### src/rtl/sprite_display_if.sv
// Sprite display bus: pixel position/control in, ROM address out, ROM pixel in,
// composed pixel out. No backpressure: one pixel per clock, always accepted.
// Ports: x, y, video_on, frame_tick, enable, mode, rom_data -> sprite_display;
//        rom_row, rom_col, rgb_out, sprite_on, done <- sprite_display.
// master = video timing / ROM side, slave = sprite_display.
interface sprite_display_if #(
  parameter int COLOR_W = 12
);
  logic [9:0]         x;
  logic [9:0]         y;
  logic               video_on;
  logic               frame_tick;
  logic               enable;
  logic [1:0]         mode;
  logic [5:0]         rom_row;
  logic [8:0]         rom_col;
  logic [COLOR_W-1:0] rom_data;
  logic [COLOR_W-1:0] rgb_out;
  logic               sprite_on;
  logic               done;

  modport master (
    output x, y, video_on, frame_tick, enable, mode, rom_data,
    input  rom_row, rom_col, rgb_out, sprite_on, done
  );

  modport slave (
    input  x, y, video_on, frame_tick, enable, mode, rom_data,
    output rom_row, rom_col, rgb_out, sprite_on, done
  );
endinterface

### src/rtl/sprite_display.sv
// Sprite overlay: registers ROM address from pixel position, aligns hit/visible
// with ROM data and keys out the transparent colour; static, blink and scroll-in.
// Latency x/y -> rgb_out = ROM_LAT+1 clocks. No backpressure (one pixel/clock).
// Ports: clk, reset (async, active high); bus (slave modport) carries the pixel
//   position, frame_tick/enable/mode control, ROM address/data and pixel output.
module sprite_display #(
  parameter int                 X0           = 136,
  parameter int                 Y0           = 64,
  parameter int                 WIDTH        = 368,
  parameter int                 HEIGHT       = 64,
  parameter int                 COLOR_W      = 12,
  parameter int                 ROM_LAT      = 1,
  parameter logic [COLOR_W-1:0] TRANSPARENT  = 12'hF0F,
  parameter int                 BLINK_FRAMES = 30,
  parameter int                 SCROLL_STEP  = 8
) (
  input  logic            clk,
  input  logic            reset,
  sprite_display_if.slave bus
);

  localparam int OFF_W = $clog2(WIDTH + 1);
  localparam int BLK_W = $clog2(BLINK_FRAMES + 1);

  localparam logic [10:0]      X0_X     = 11'(X0);
  localparam logic [10:0]      Y0_X     = 11'(Y0);
  localparam logic [10:0]      XEND_X   = 11'(X0 + WIDTH);
  localparam logic [10:0]      YEND_X   = 11'(Y0 + HEIGHT);
  localparam logic [10:0]      STEP_X   = 11'(SCROLL_STEP);
  localparam logic [OFF_W-1:0] WIDTH_O  = OFF_W'(WIDTH);
  localparam logic [BLK_W-1:0] BLINK_N  = BLK_W'(BLINK_FRAMES);

  typedef enum logic [1:0] {S_OFF, S_SCROLL, S_SHOW, S_BLANK} state_e;

  state_e             state_q, state_d;
  logic [OFF_W-1:0]   offset_q, offset_d;
  logic [BLK_W-1:0]   blink_q, blink_d, blink_inc;
  logic               done_q, done_d;
  logic [5:0]         rom_row_q, rom_row_d;
  logic [8:0]         rom_col_q, rom_col_d;
  logic [ROM_LAT:0]   hit_q, hit_d;
  logic [ROM_LAT:0]   von_q, von_d;
  logic [ROM_LAT:0]   vis_q, vis_d;

  logic [10:0]        x_ext, y_ext, off_ext, x_lim, off_dec;
  logic               hit_now, visible, blink_wrap, sprite_on;

  // Address generation and hit test. The scroll offset shifts the sprite's
  // right edge inward, so the visible window shrinks from the right while
  // the ROM column starts further into the image.
  always_comb begin
    x_ext     = {1'b0, bus.x};
    y_ext     = {1'b0, bus.y};
    off_ext   = 11'(offset_q);
    x_lim     = XEND_X - off_ext;
    hit_now   = bus.video_on &&
                (y_ext >= Y0_X) && (y_ext < YEND_X) &&
                (x_ext >= X0_X) && (x_ext < x_lim);
    rom_row_d = 6'(y_ext - Y0_X);
    rom_col_d = 9'(x_ext - X0_X + off_ext);
    visible   = (state_q == S_SCROLL) || (state_q == S_SHOW);
    // Stage 0 lines up with the registered address; stage ROM_LAT with rom_data.
    hit_d     = {hit_q[ROM_LAT-1:0], hit_now};
    von_d     = {von_q[ROM_LAT-1:0], bus.video_on};
    vis_d     = {vis_q[ROM_LAT-1:0], visible};
  end

  // Frame-level sequencing. Everything moves on frame_tick so offset and
  // visibility are constant across a scanned frame; only enable low acts
  // immediately.
  always_comb begin
    state_d    = state_q;
    offset_d   = offset_q;
    blink_d    = blink_q;
    done_d     = done_q;
    blink_inc  = blink_q + 1'b1;
    blink_wrap = (blink_inc == BLINK_N);
    off_dec    = (off_ext > STEP_X) ? (off_ext - STEP_X) : 11'd0;

    if (!bus.enable) begin
      state_d  = S_OFF;
      offset_d = '0;
      blink_d  = '0;
      done_d   = 1'b0;
    end else begin
      case (state_q)
        S_OFF: begin
          offset_d = '0;
          blink_d  = '0;
          done_d   = 1'b0;
          if (bus.frame_tick) begin
            if (bus.mode == 2'b10) begin
              state_d  = S_SCROLL;
              offset_d = WIDTH_O;
            end else begin
              state_d = S_SHOW;
              done_d  = 1'b1;
            end
          end
        end
        S_SCROLL: begin
          // Mode is ignored here: a started scroll always runs to completion.
          if (bus.frame_tick) begin
            offset_d = OFF_W'(off_dec);
            if (off_dec == 11'd0) begin
              state_d = S_SHOW;
              done_d  = 1'b1;
              blink_d = '0;
            end
          end
        end
        S_SHOW: begin
          if (bus.frame_tick) begin
            if (bus.mode == 2'b01) begin
              if (blink_wrap) begin
                state_d = S_BLANK;
                blink_d = '0;
              end else begin
                blink_d = blink_inc;
              end
            end else begin
              blink_d = '0;
            end
          end
        end
        S_BLANK: begin
          if (bus.frame_tick) begin
            if (bus.mode != 2'b01 || blink_wrap) begin
              state_d = S_SHOW;
              blink_d = '0;
            end else begin
              blink_d = blink_inc;
            end
          end
        end
        default: state_d = S_OFF;
      endcase
    end
  end

  always_ff @(posedge clk or posedge reset) begin
    if (reset) begin
      state_q   <= S_OFF;
      offset_q  <= '0;
      blink_q   <= '0;
      done_q    <= 1'b0;
      rom_row_q <= '0;
      rom_col_q <= '0;
      hit_q     <= '0;
      von_q     <= '0;
      vis_q     <= '0;
    end else begin
      state_q   <= state_d;
      offset_q  <= offset_d;
      blink_q   <= blink_d;
      done_q    <= done_d;
      rom_row_q <= rom_row_d;
      rom_col_q <= rom_col_d;
      hit_q     <= hit_d;
      von_q     <= von_d;
      vis_q     <= vis_d;
    end
  end

  // Output is combinational from rom_data and the cleared-on-reset delay line,
  // so an asynchronous reset blanks the pixel immediately.
  assign sprite_on     = hit_q[ROM_LAT] && von_q[ROM_LAT] && vis_q[ROM_LAT] &&
                         (bus.rom_data != TRANSPARENT);
  assign bus.sprite_on = sprite_on;
  assign bus.rgb_out   = sprite_on ? bus.rom_data : '0;
  assign bus.done      = done_q;
  assign bus.rom_row   = rom_row_q;
  assign bus.rom_col   = rom_col_q;

endmodule

### src/flat_wrapper.sv
// flat-port wrapper written by rule: the top's interface ports become plain ports
module sprite_display_flat 
#(
  parameter int                 X0           = 136,
  parameter int                 Y0           = 64,
  parameter int                 WIDTH        = 368,
  parameter int                 HEIGHT       = 64,
  parameter int                 COLOR_W      = 12,
  parameter int                 ROM_LAT      = 1,
  parameter logic [COLOR_W-1:0] TRANSPARENT  = 12'hF0F,
  parameter int                 BLINK_FRAMES = 30,
  parameter int                 SCROLL_STEP  = 8
)
  (clk, reset, bus_x, bus_y, bus_video_on, bus_frame_tick, bus_enable, bus_mode, bus_rom_data, bus_rom_row, bus_rom_col, bus_rgb_out, bus_sprite_on, bus_done);
  sprite_display_if #(.COLOR_W(COLOR_W)) bus_i ();
  input  logic clk;
  input  logic reset;
  input wire logic [$bits(bus_i.x)-1:0] bus_x;
  input wire logic [$bits(bus_i.y)-1:0] bus_y;
  input wire logic [$bits(bus_i.video_on)-1:0] bus_video_on;
  input wire logic [$bits(bus_i.frame_tick)-1:0] bus_frame_tick;
  input wire logic [$bits(bus_i.enable)-1:0] bus_enable;
  input wire logic [$bits(bus_i.mode)-1:0] bus_mode;
  input wire logic [$bits(bus_i.rom_data)-1:0] bus_rom_data;
  output wire logic [$bits(bus_i.rom_row)-1:0] bus_rom_row;
  output wire logic [$bits(bus_i.rom_col)-1:0] bus_rom_col;
  output wire logic [$bits(bus_i.rgb_out)-1:0] bus_rgb_out;
  output wire logic [$bits(bus_i.sprite_on)-1:0] bus_sprite_on;
  output wire logic [$bits(bus_i.done)-1:0] bus_done;
  assign bus_i.x = bus_x;
  assign bus_i.y = bus_y;
  assign bus_i.video_on = bus_video_on;
  assign bus_i.frame_tick = bus_frame_tick;
  assign bus_i.enable = bus_enable;
  assign bus_i.mode = bus_mode;
  assign bus_i.rom_data = bus_rom_data;
  assign bus_rom_row = bus_i.rom_row;
  assign bus_rom_col = bus_i.rom_col;
  assign bus_rgb_out = bus_i.rgb_out;
  assign bus_sprite_on = bus_i.sprite_on;
  assign bus_done = bus_i.done;
  sprite_display #(.X0(X0), .Y0(Y0), .WIDTH(WIDTH), .HEIGHT(HEIGHT), .COLOR_W(COLOR_W), .ROM_LAT(ROM_LAT), .TRANSPARENT(TRANSPARENT), .BLINK_FRAMES(BLINK_FRAMES), .SCROLL_STEP(SCROLL_STEP)) u_core (.clk(clk), .reset(reset), .bus(bus_i));
endmodule
### config.mk
export PLATFORM = sky130hd
export DESIGN_NAME = sprite_display_flat
export DESIGN_NICKNAME = d
export VERILOG_FILES = /design/src/rtl/sprite_display_if.sv /design/src/rtl/sprite_display.sv /design/src/flat_wrapper.sv
export SDC_FILE = /design/constraint.sdc
export NUM_CORES = 1
export LEC_CHECK = 0
export ABC_AREA = 1
export ABC_CLOCK_PERIOD_IN_PS = 2200
export BUFFER_PORTS_ARGS = -buffer_cell sky130_fd_sc_hd__buf_2
export CELL_PAD_IN_SITES_DETAIL_PLACEMENT = 1
export CELL_PAD_IN_SITES_GLOBAL_PLACEMENT = 1
export CORE_ASPECT_RATIO = 0.9
export CORE_MARGIN = 3
export CORE_UTILIZATION = 35
export CTS_BUF_LIST = sky130_fd_sc_hd__clkbuf_8 sky130_fd_sc_hd__clkbuf_16
export DETAILED_ROUTE_END_ITERATION = 6
export GPL_TIMING_DRIVEN = 0
export PLACE_DENSITY = 0.84
export SLEW_MARGIN = 20
export SYNTH_ARGS = -nofsm -noshare
export SYNTH_HDL_FRONTEND = slang
export SYNTH_SLANG_ARGS = --single-unit
### constraint.sdc
create_clock -name clk -period 2.2 [get_ports clk]
set_input_delay 0.33 -clock clk [delete_from_list [all_inputs] [get_ports clk]]
set_output_delay 0.33 -clock clk [all_outputs]
set_load 0.03 [all_outputs]
# Yosys cells after proc, flatten, opt, wreduce, memory -nomap -nowiden
# Cells that the tools add are included.
[classes] addsub=6 order_cmp=5 eq_ne=17 mux=33 reduce_logical=15
[ops] cell="2-to-1 mux 5 bit" n=8
[ops] cell="2-to-1 mux 9 bit" n=4
[ops] cell="2-to-1 mux 2 bit" n=10
[ops] cell="one-hot mux 5 bit (4 select lines)" n=1
[ops] cell="!= test 3 bit (second input constant)" n=6
[ops] cell="one-hot mux 9 bit (2 select lines)" n=1
[ops] cell="2-to-1 mux 12 bit" n=1
[ops] cell="!= test 12 bit (second input constant)" n=1
[ops] cell="logical NOT 11 bit" n=1
[ops] cell="less-than comparator 10 x 11 -> 1 bit" n=1
[ops] cell="2-to-1 mux 11 bit" n=1
[ops] cell=">= comparator 10 x 7 -> 1 bit (second input constant)" n=1
[ops] cell=">= comparator 10 x 8 -> 1 bit (second input constant)" n=1
[ops] cell="less-than comparator 10 x 8 -> 1 bit (second input constant)" n=1
[ops] cell="subtractor 9 x 4 -> 10 bit (second input constant)" n=1
[ops] cell="subtractor 9 x 9 -> 10 bit (first input constant)" n=1
[ops] cell="adder 9 bit" n=1
[ops] cell="> comparator 9 x 4 -> 1 bit (second input constant)" n=1
[ops] cell="subtractor 9 x 8 -> 9 bit (second input constant)" n=1
[ops] cell="one-hot mux 2 bit (4 select lines)" n=1
[ops] cell="AND reduction 8 bit" n=1
[ops] cell="logical AND 1 bit" n=7
[ops] cell="== test 2 bit (second input constant)" n=3
[ops] cell="!= test 3 x 2 -> 1 bit (second input constant)" n=2
[ops] cell="other kinds (13)" n=19
[word_totals] ff_bits=38 input_bits=39 out_inout_bits=29 word_cells=85

# Depth between registers and ports, before layout
# Gate-level depths: netlist of run 1.
[depth] ltp_word=7 depth_mapped=14 depth_no_buf=14

# Worst setup path after synthesis of run 1
# No wires, ideal clock.
[synth_timing] kind="register -> register" startpoint="register u_core.offset_q[0]" endpoint="register u_core.hit_q[0]" setup_ns=0.077 t_arrival_ns=1.985 required_ns=2.123 slack_ns=0.137 stages_incl_launch_ff=15 n_path_buf=0 synth_period_minus_slack_ns=2.063 cell_sequence="dfrtp_1 inv_1 ha_1 nand2_1 nand2_1 nor3_1 xor2_1 ha_1 nand2_1 inv_1 nor3_1 o21ai_0 nand3_1 nand3_1 a21oi_1"
[synth_via] elab_chain_cells=3
[synth_lines] element="start, declared" line="sprite_display.sv:36" source="logic [OFF_W-1:0] offset_q, offset_d;"
[synth_lines] element="start signal, assigned" line="sprite_display.sv:154" source="offset_q <= offset_d;"
[synth_lines] element="subtractor 9 x 9 -> 10 bit" line="sprite_display.sv:55" source="x_lim = XEND_X - off_ext;"
[synth_lines] element="less-than comparator 10 x 11 -> 1 bit" line="sprite_display.sv:58" source="(x_ext >= X0_X) && (x_ext < x_lim);"
[synth_lines] element="logical AND 1 bit" line="sprite_display.sv:58"
[synth_lines] element="via u_core.hit_now" line="sprite_display.sv:46" source="logic hit_now, visible, blink_wrap, sprite_on;"
[synth_lines] element="end signal, assigned" line="sprite_display.sv:159" source="hit_q <= hit_d;"
[synth_lines] element="end, declared" line="sprite_display.sv:41" source="logic [ROM_LAT:0] hit_q, hit_d;"
# The timed path passes the listed nets, and every way through them passes these cells.
# A chain may end at the register's enable or synchronous reset.

# Worst setup path in the final report of run 1
[layout_timing] startpoint="register u_core.offset_q[3]" endpoint="register u_core.rom_col_q[8], in the netlist u_core.bus.rom_col[8]"
[layout_via] elab_chain_cells=1
[layout_lines] element="adder 9 bit" line="sprite_display.sv:60" source="rom_col_d = 9'(x_ext - X0_X + off_ext);"
[layout_lines] element="via u_core.rom_col_d[8]" line="sprite_display.sv:40" source="logic [8:0] rom_col_q, rom_col_d;"
[layout_lines] element="end signal, assigned" line="sprite_display.sv:158" source="rom_col_q <= rom_col_d;"
[layout_lines] element="end, declared" line="sprite_display.sv:40"
# The timed path passes the listed nets, and every way through them passes these cells.

==> results of run 1 <==
==> flip-flops by register name, indices dropped and copies added, names as in the netlist <==
name / flops
u_core.offset_q: 9
u_core.blink_q: 5
u_core.bus.done: 1
u_core.bus.rom_col: 9
u_core.state_q: 2
u_core.vis_q: 2
u_core.von_q: 2
u_core.hit_q: 2
u_core.bus.rom_row: 6
==> critical path, stage by stage (launching register included) <==
cell,delay (ps)
dfrtp_2,470
clkinvlp_4,200
ha_1,310
inv_1,50
ha_1,380
a21oi_2,170
nand2_1,110
nand4_1,80
o211ai_1,110
xnor2_1,140
==> Yosys cell counts (4+ instances only) <==
master	n
a21oi_1	13
dfrtp_1	38
ha_1	33
inv_1	55
inv_2	4
nand2_1	46
nand3_1	19
nand4_1	5
nor2_1	33
o21ai_0	4
o21ai_1	4
o21ai_2	5
o22ai_1	5
xnor2_1	6
xor2_1	13
==> what timing repair did <==
item                                    4_1_cts  5_1_grt
endpoints found under the setup margin        1        3
pin swaps                                     7        7
resized for setup                            11       15
gates cloned                                  0        0
buffers inserted                              6        6
==> area by class of cell <==
cell class | instances | area (µm²)
multi-input cells | 215 | 1513
plain buffers | 3 | 13.76
clock inverters | 3 | 68.82
repair buffers | 79 | 447.9
inverters | 59 | 225.2
fillers | 874 | 3739
clock buffers | 5 | 68.82
flip-flops and latches | 38 | 955.9
well taps | 93 | 116.4
==> worst min-delay path by stage <==
stage / cells after the start / slack [ps] / to / from
floorplan: 0 / 330 / u_core.hit_q[1] / u_core.hit_q[0]
global placement: 0 / 330 / u_core.vis_q[1] / u_core.vis_q[0]
detailed placement: 2 / 330 / u_core.bus.rom_col[8] / reset
CTS: 2 / 10 / u_core.bus.rom_col[8] / reset
global route: 2 / 20 / u_core.bus.rom_col[3] / reset
finish: 2 / -0.9 / u_core.bus.rom_col[3] / reset
==> stage by stage <==
stage / utilization / instances / hold WS, ps / setup TNS (ps) / setup slack [ps]
after floorplan: - / 315 / 331.2 / 0 / 137.3
after detailed placement: 0.4329 / 475 / 334.4 / -249.7 / -249.7
after global placement: 0.4290 / 474 / 332.8 / -79.70 / -79.70
after global routing: 0.4770 / 495 / 18.21 / -78.49 / -51.16
final: 0.4770 / 495 / -0.9009 / 0 / 75.62
after CTS: 0.4628 / 489 / 11.69 / -25.22 / -25.22
==> power by group <==
| group | total [mW] | internal, mW | switching, mW |
|---|---|---|---|
| clock network | 0.731 | 0.454 | 0.276 |
| logic | 1.42 | 0.488 | 0.928 |
| registers | 0.931 | 0.828 | 0.103 |
==> logic make-up after synthesis <==
group | after synthesis | synth area share
adders and majority gates | 34 | 0.1652
buffers and inverters | 62 | 0.08978
xor gates and xnor gates | 19 | 0.06351
and+or+nand+nor | 122 | 0.2221
DFF | 38 | 0.3629
AOI/OAI and AO/OA | 40 | 0.09647
==> per-layer routing <==
metal | vias up | global-route usage
met1 | 1214 | 0.2112
met2 | 82 | 0.3170
met5 | - | 0
li1 | 1186 | -
met4 | 0 | 0.05485
met3 | 17 | 0.03424
==> summary.txt, run 1 <==
Status = complete, but fails checks
Failing checks = hold timing
# diodes = 0
Core area = 7148 µm²
Commonest register cell after synthesis = dfrtp_1
Number of flops mapped to enable cells by yosys = 0
FF-to-FF setup slack = 80 ps
CTS HTree Levels = 2
Min-Delay Path Class = in -> async
Hold Slack = -0.9009 ps
Largest cells by area after synthesis = dfrtp_1, ha_1, inv_1
Vias in the first global route = 2508
Pwr/cell area = 902.5 nW/µm²
Hold_buf cts = 0
Max-cap check violation count = 0
Post-Syn Instances = 315
Area Overhead vs Synth = 30.13%
CP Capture Type = flip-flop
CP required = 2390 ps
Average size of a mapped cell = 8.318 µm²
Drt pass-1 iters = 4
Yosys warning count = 0
Initial antenna violation count = 0
Highest Clock Rate = 470.7 MHz
Worst r2r src = u_core.offset_q[3]
Wire length per cell = 15.89 µm
Met1 wire length = 3.322 mm
First-pass GRT wire length = 12.10 mm
Min Clock Period, post-route = 2124 ps
GRT Util Overall = 0.1747
Seq/Total Area, Yosys = 0.3629
Proportion of layout cells with a drive suffix above 1 = 0.3333
Slew Limit Fails = 0
Post-route cell area = 3410 µm²
Residual DRC = 0
Num CTS Buffers = 5
Final Hold Viols = 1
TritonCTS clock tree = done
Tot Pwr = 3.077 mW
Clock Latency Late Sink = 310 ps
Leak Pwr = 1.882 nW
Post-DRT Antenna Nets = 0
GPL Wtd Cong = 0.8710
Tcrit/Tclk final = 0.9656
Critical Path Source Type = flip-flop
CTS clk-pin slew, worst paths = 80 ps
Worst Clk Skew = 7.486 ps
Die Y = 88.08 µm
Final HPWL DP = 5.176 mm
Seq cells post-synth = 38
DR vias = 2499
Worst Setup SP = u_core.offset_q[3]
Total global routing overflow = 0
Die width = 97.20 µm
Synth top area share = 0.3629
I/O Buffers = 66
Max Used Layer = met4
Most frequent cells in the layout = buf_2, inv_1, nand2_1, dfrtp_1, nor2_1
Final setup violation count = 0
Distinct cells, synth = 37
Slew @ Worst Pin = 425.6 ps
Worst slew margin = 0.7162
Met2 wire length = 3.900 mm
Commonest non-fill, non-tap cell in the layout = buf_2
Initial Utilization = 0.3665
Worst-case clock buffer depth = 2
Largest net degree at the start of global routing = 24
CTS Sinks = 38
FP Rows = 29
Area leader, netlist = dfrtp_1
Critical Path AT = 2320 ps
RR Endpoint = u_core.bus.rom_col[8]
Drt initial violations = 78
IO Count = 68
CP max FO = 5
R2R depth = 9
Area post-placement = 3094 µm²
Root Buffer = clkbuf_8
DR vias/cell = 5.048
Post-Syn Area = 2620 µm²
Metal3 WL = 424 µm
Synth async-reset ratio = 1.000
Post-Route WL = 7.868 mm
Die Footprint = 8561 µm²
Post-Syn Nets = 388
Peak supply drop = 289.6 µV
CP Class = reg -> reg
Critical Path End = u_core.bus.rom_col[8]
Layout net count = 474
No activity file was read; power rests on OpenSTA's default activity.
==> inputs of run 2 (changes only) <==
--- a/config.mk
+++ b/config.mk
@@ -14,9 +14,11 @@
 export CORE_MARGIN = 3
 export CORE_UTILIZATION = 35
 export CTS_BUF_LIST = sky130_fd_sc_hd__clkbuf_8 sky130_fd_sc_hd__clkbuf_16
+export CTS_CLUSTER_DIAMETER = 30
 export DETAILED_ROUTE_END_ITERATION = 6
 export GPL_TIMING_DRIVEN = 0
 export PLACE_DENSITY = 0.84
+export SETUP_SLACK_MARGIN = 0.4
 export SLEW_MARGIN = 20
 export SYNTH_ARGS = -nofsm -noshare
 export SYNTH_HDL_FRONTEND = slang
==> run 2 against run 1 <==
Net effect:
- the run ends with setup timing left
- sequential share of layout area shrank 2.9 points
- clock skew grew 8.1 ps
- hold slack gained 3.1 ps
- clock power shrank 13%
- critical path type unchanged
==> summary.txt, run 2 (synthesized netlist as in run 1, its figures left out) <==
Slew @ Worst Pin = 421.6 ps (-4.025 ps)
FILL cells = 872 (-0.23%)
Slowest Stage Delay on Critical Path = 390 ps (-80 ps)
Post-DRT Antenna Nets = 0 (unchanged)
GPL Wtd Cong = 0.8045 (-7.6%)
Drt initial violations = 131 (+68%)
Reg power frac = 0.270 (-0.032)
Status = complete, but fails checks
DR vias/cell = 5.288 (+4.7%)
Leak Pwr = 2.037 nW (+8.2%)
Post-route cell area = 3807 µm² (+12%)
CTS Sinks = 38 (unchanged)
TritonCTS clock tree = done
Post-Route WL = 10.12 mm (+29%)
Die Y = 88.08 µm (unchanged)
CP required = 2430 ps (+40 ps)
Initial antenna violation count = 0 (unchanged)
Final Hold Viols = 0 (-1)
Critical Path AT = 2520 ps (+200 ps)
RSZ-0062 raised after global routing = yes
First-pass GRT wire length = 14.53 mm (+20%)
FP Rows = 29 (unchanged)
Area post-placement = 3112 µm² (+0.57%)
Inst Count DP = 475 (unchanged)
Total global routing overflow = 0 (unchanged)
Num CTS Buffers = 5 (unchanged)
CP max FO = 3 (-2)
IO Count = 68 (unchanged)
Most frequent cells in the layout = buf_2, inv_1, dfrtp_1, nand2_1, nor2_1
Critical Path Source Type = flip-flop
Buffers & Inverters on Critical Path = 1 (-1)
Worst r2r src = u_core.offset_q[1]
Max-cap check violation count = 0 (unchanged)
Slowest CP cell = dfrtp_1
Internal power = 1.819 mW (+2.8%)
Clk pwr share = 0.184 (-0.054)
FF-to-FF setup slack = -90 ps (-160 ps)
Clock Latency Late Sink = 310 ps (about the same)
Combinational power share = 0.546 (+0.086)
Final setup violation count = 1 (+1)
Tcrit/Tclk final = 1.040 (+0.07405)
Peak supply drop = 351.6 µV (+21%)
Worst-case clock buffer depth = 2 (unchanged)
Min-Delay Path Class = in -> async
Largest net degree at the start of global routing = 25 (+4.2%)
CP Class = reg -> reg
Tot Pwr = 3.440 mW (+12%)
Wire length per cell = 19.84 µm (+25%)
R2R depth = 14 (+5)
CP most frequent cell = nand2_4
Sw Share = 0.4713 (+0.04647)
Highest Clock Rate = 437.2 MHz (-7.1%)
Worst Clk Skew = 15.62 ps (+8.131 ps)
GRT Util Overall = 0.2152 (+0.04054)
Residual DRC = 0 (unchanged)
Fin cells = 510 (+3.0%)
Drt pass-1 iters = 4 (unchanged)
I/O Buffers = 66 (unchanged)
RR Endpoint = u_core.hit_q[0]
Die Footprint = 8561 µm² (unchanged)
CP Capture Type = flip-flop
CP cell instances = inv_2 > ha_4 > nand2_4 > nand2_4 > nor3_4 > xor2_1 > ha_1 > nand2_2 > nor2_1 > nor3_2 > o21ai_1 > nand3_1 > nand3_2 > a21oi_2
Area Overhead vs Synth = 45.32%
Die width = 97.20 µm (unchanged)
Slew Limit Fails = 0 (unchanged)
Initial Utilization = 0.3665 (unchanged)
Layout net count = 489 (+3.2%)
Proportion of layout cells with a drive suffix above 1 = 0.4508 (+0.1175)
Dpl ws = -65.83 ps (+183.9 ps)
Psw = 1.621 mW (+24%)
Final HPWL DP = 5.721 mm (+11%)
Core area = 7148 µm² (unchanged)
CP delay by family, top = simple AND/OR/NAND/NOR gates
Worst slew margin = 0.7185 (+0.002273)
Final worst slack = -87.28 ps (-162.9 ps)
Pwr/cell area = 903.5 nW/µm² (+0.11%)
Min Clock Period, post-route = 2287 ps (+162.9 ps)
CTS clk-pin slew, worst paths = 100 ps (+20 ps)
Instance count on the critical path = 14 (+5)
Vias in the first global route = 2866 (+14%)
CTS HTree Levels = 2 (unchanged)
Commonest non-fill, non-tap cell in the layout = buf_2
Failing checks = setup timing
Root Buffer = clkbuf_8
DR vias = 2697 (+7.9%)
# diodes = 0 (unchanged)
==> run 2: changes by cell type in the layout (fill, tap and decap cells not counted), moves of 4 or more <==
cell	previous run	this run
buf_2	68	64
buf_4	12	21
buf_6	0	8
ha_1	31	23
ha_4	1	10
nand2_1	44	30
nand2_2	2	9
nand2_4	2	9
==> run 2: stage by stage <==
stage / hold WS, ps / utilization / setup TNS (ps)
finish: 2.208 / 0.5326 / -87.28
global route: 21.85 / 0.5326 / -176.7
global placement: 334.0 / 0.4325 / 0
CTS: 1.500 / 0.4913 / 0
detailed placement: 318.8 / 0.4353 / -86.97
floorplan: 331.2 / - / 0
==> run 2: layout make-up <==
cell class,count,area (µm²),area share
inverters,59,234.0,0.06145
plain buffers,3,21.27,0.005587
repair buffers,93,589.3,0.1548
flip-flops and latches,38,957.2,0.2514
well taps,93,116.4,0.03056
multi-input cells,216,1775,0.4663
clock inverters,3,45.04,0.01183
clock buffers,5,68.82,0.01807
==> run 2: layer usage <==
| layer | part of all wire | global-route usage | up-vias |
|---|---|---|---|
| met3 | 0.057 | 0.04697 | 26 |
| met5 | 0 | 0 | - |
| li1 | - | - | 1225 |
| met1 | 0.39 | 0.2312 | 1329 |
| met2 | 0.52 | 0.4129 | 117 |
| met4 | 0.030 | 0.09056 | 0 |
==> run 2: power by group through the flow <==
stage	registers, mW	clock network, mW	logic, mW
final	0.929	0.633	1.88
after global routing	0.941	0.665	2.02
after CTS	0.917	0.621	1.52
after detailed placement	0.936	0	1.36
after global placement	0.923	0	1.28
after floorplan	1.05	0	0.873
==> run 2: timing repair <==
action	CTS	global route
hold endpoints to repair	0	0
setup buffers	17	9
hold buffers	0	0
gates cloned	0	1
gates resized for setup	37	59
endpoints found under the setup margin	24	30
pin swaps	17	10
==> run 2: worst max-delay path by stage <==
stage,startpoint,to,slack [ps]
finish,u_core.offset_q[1],u_core.hit_q[0],-90
global route,u_core.offset_q[1],u_core.hit_q[0],-180
CTS,u_core.offset_q[1],u_core.hit_q[0],110
detailed placement,u_core.offset_q[1],u_core.hit_q[0],-70
global placement,u_core.offset_q[1],u_core.hit_q[0],50
floorplan,u_core.offset_q[0],u_core.hit_q[0],250
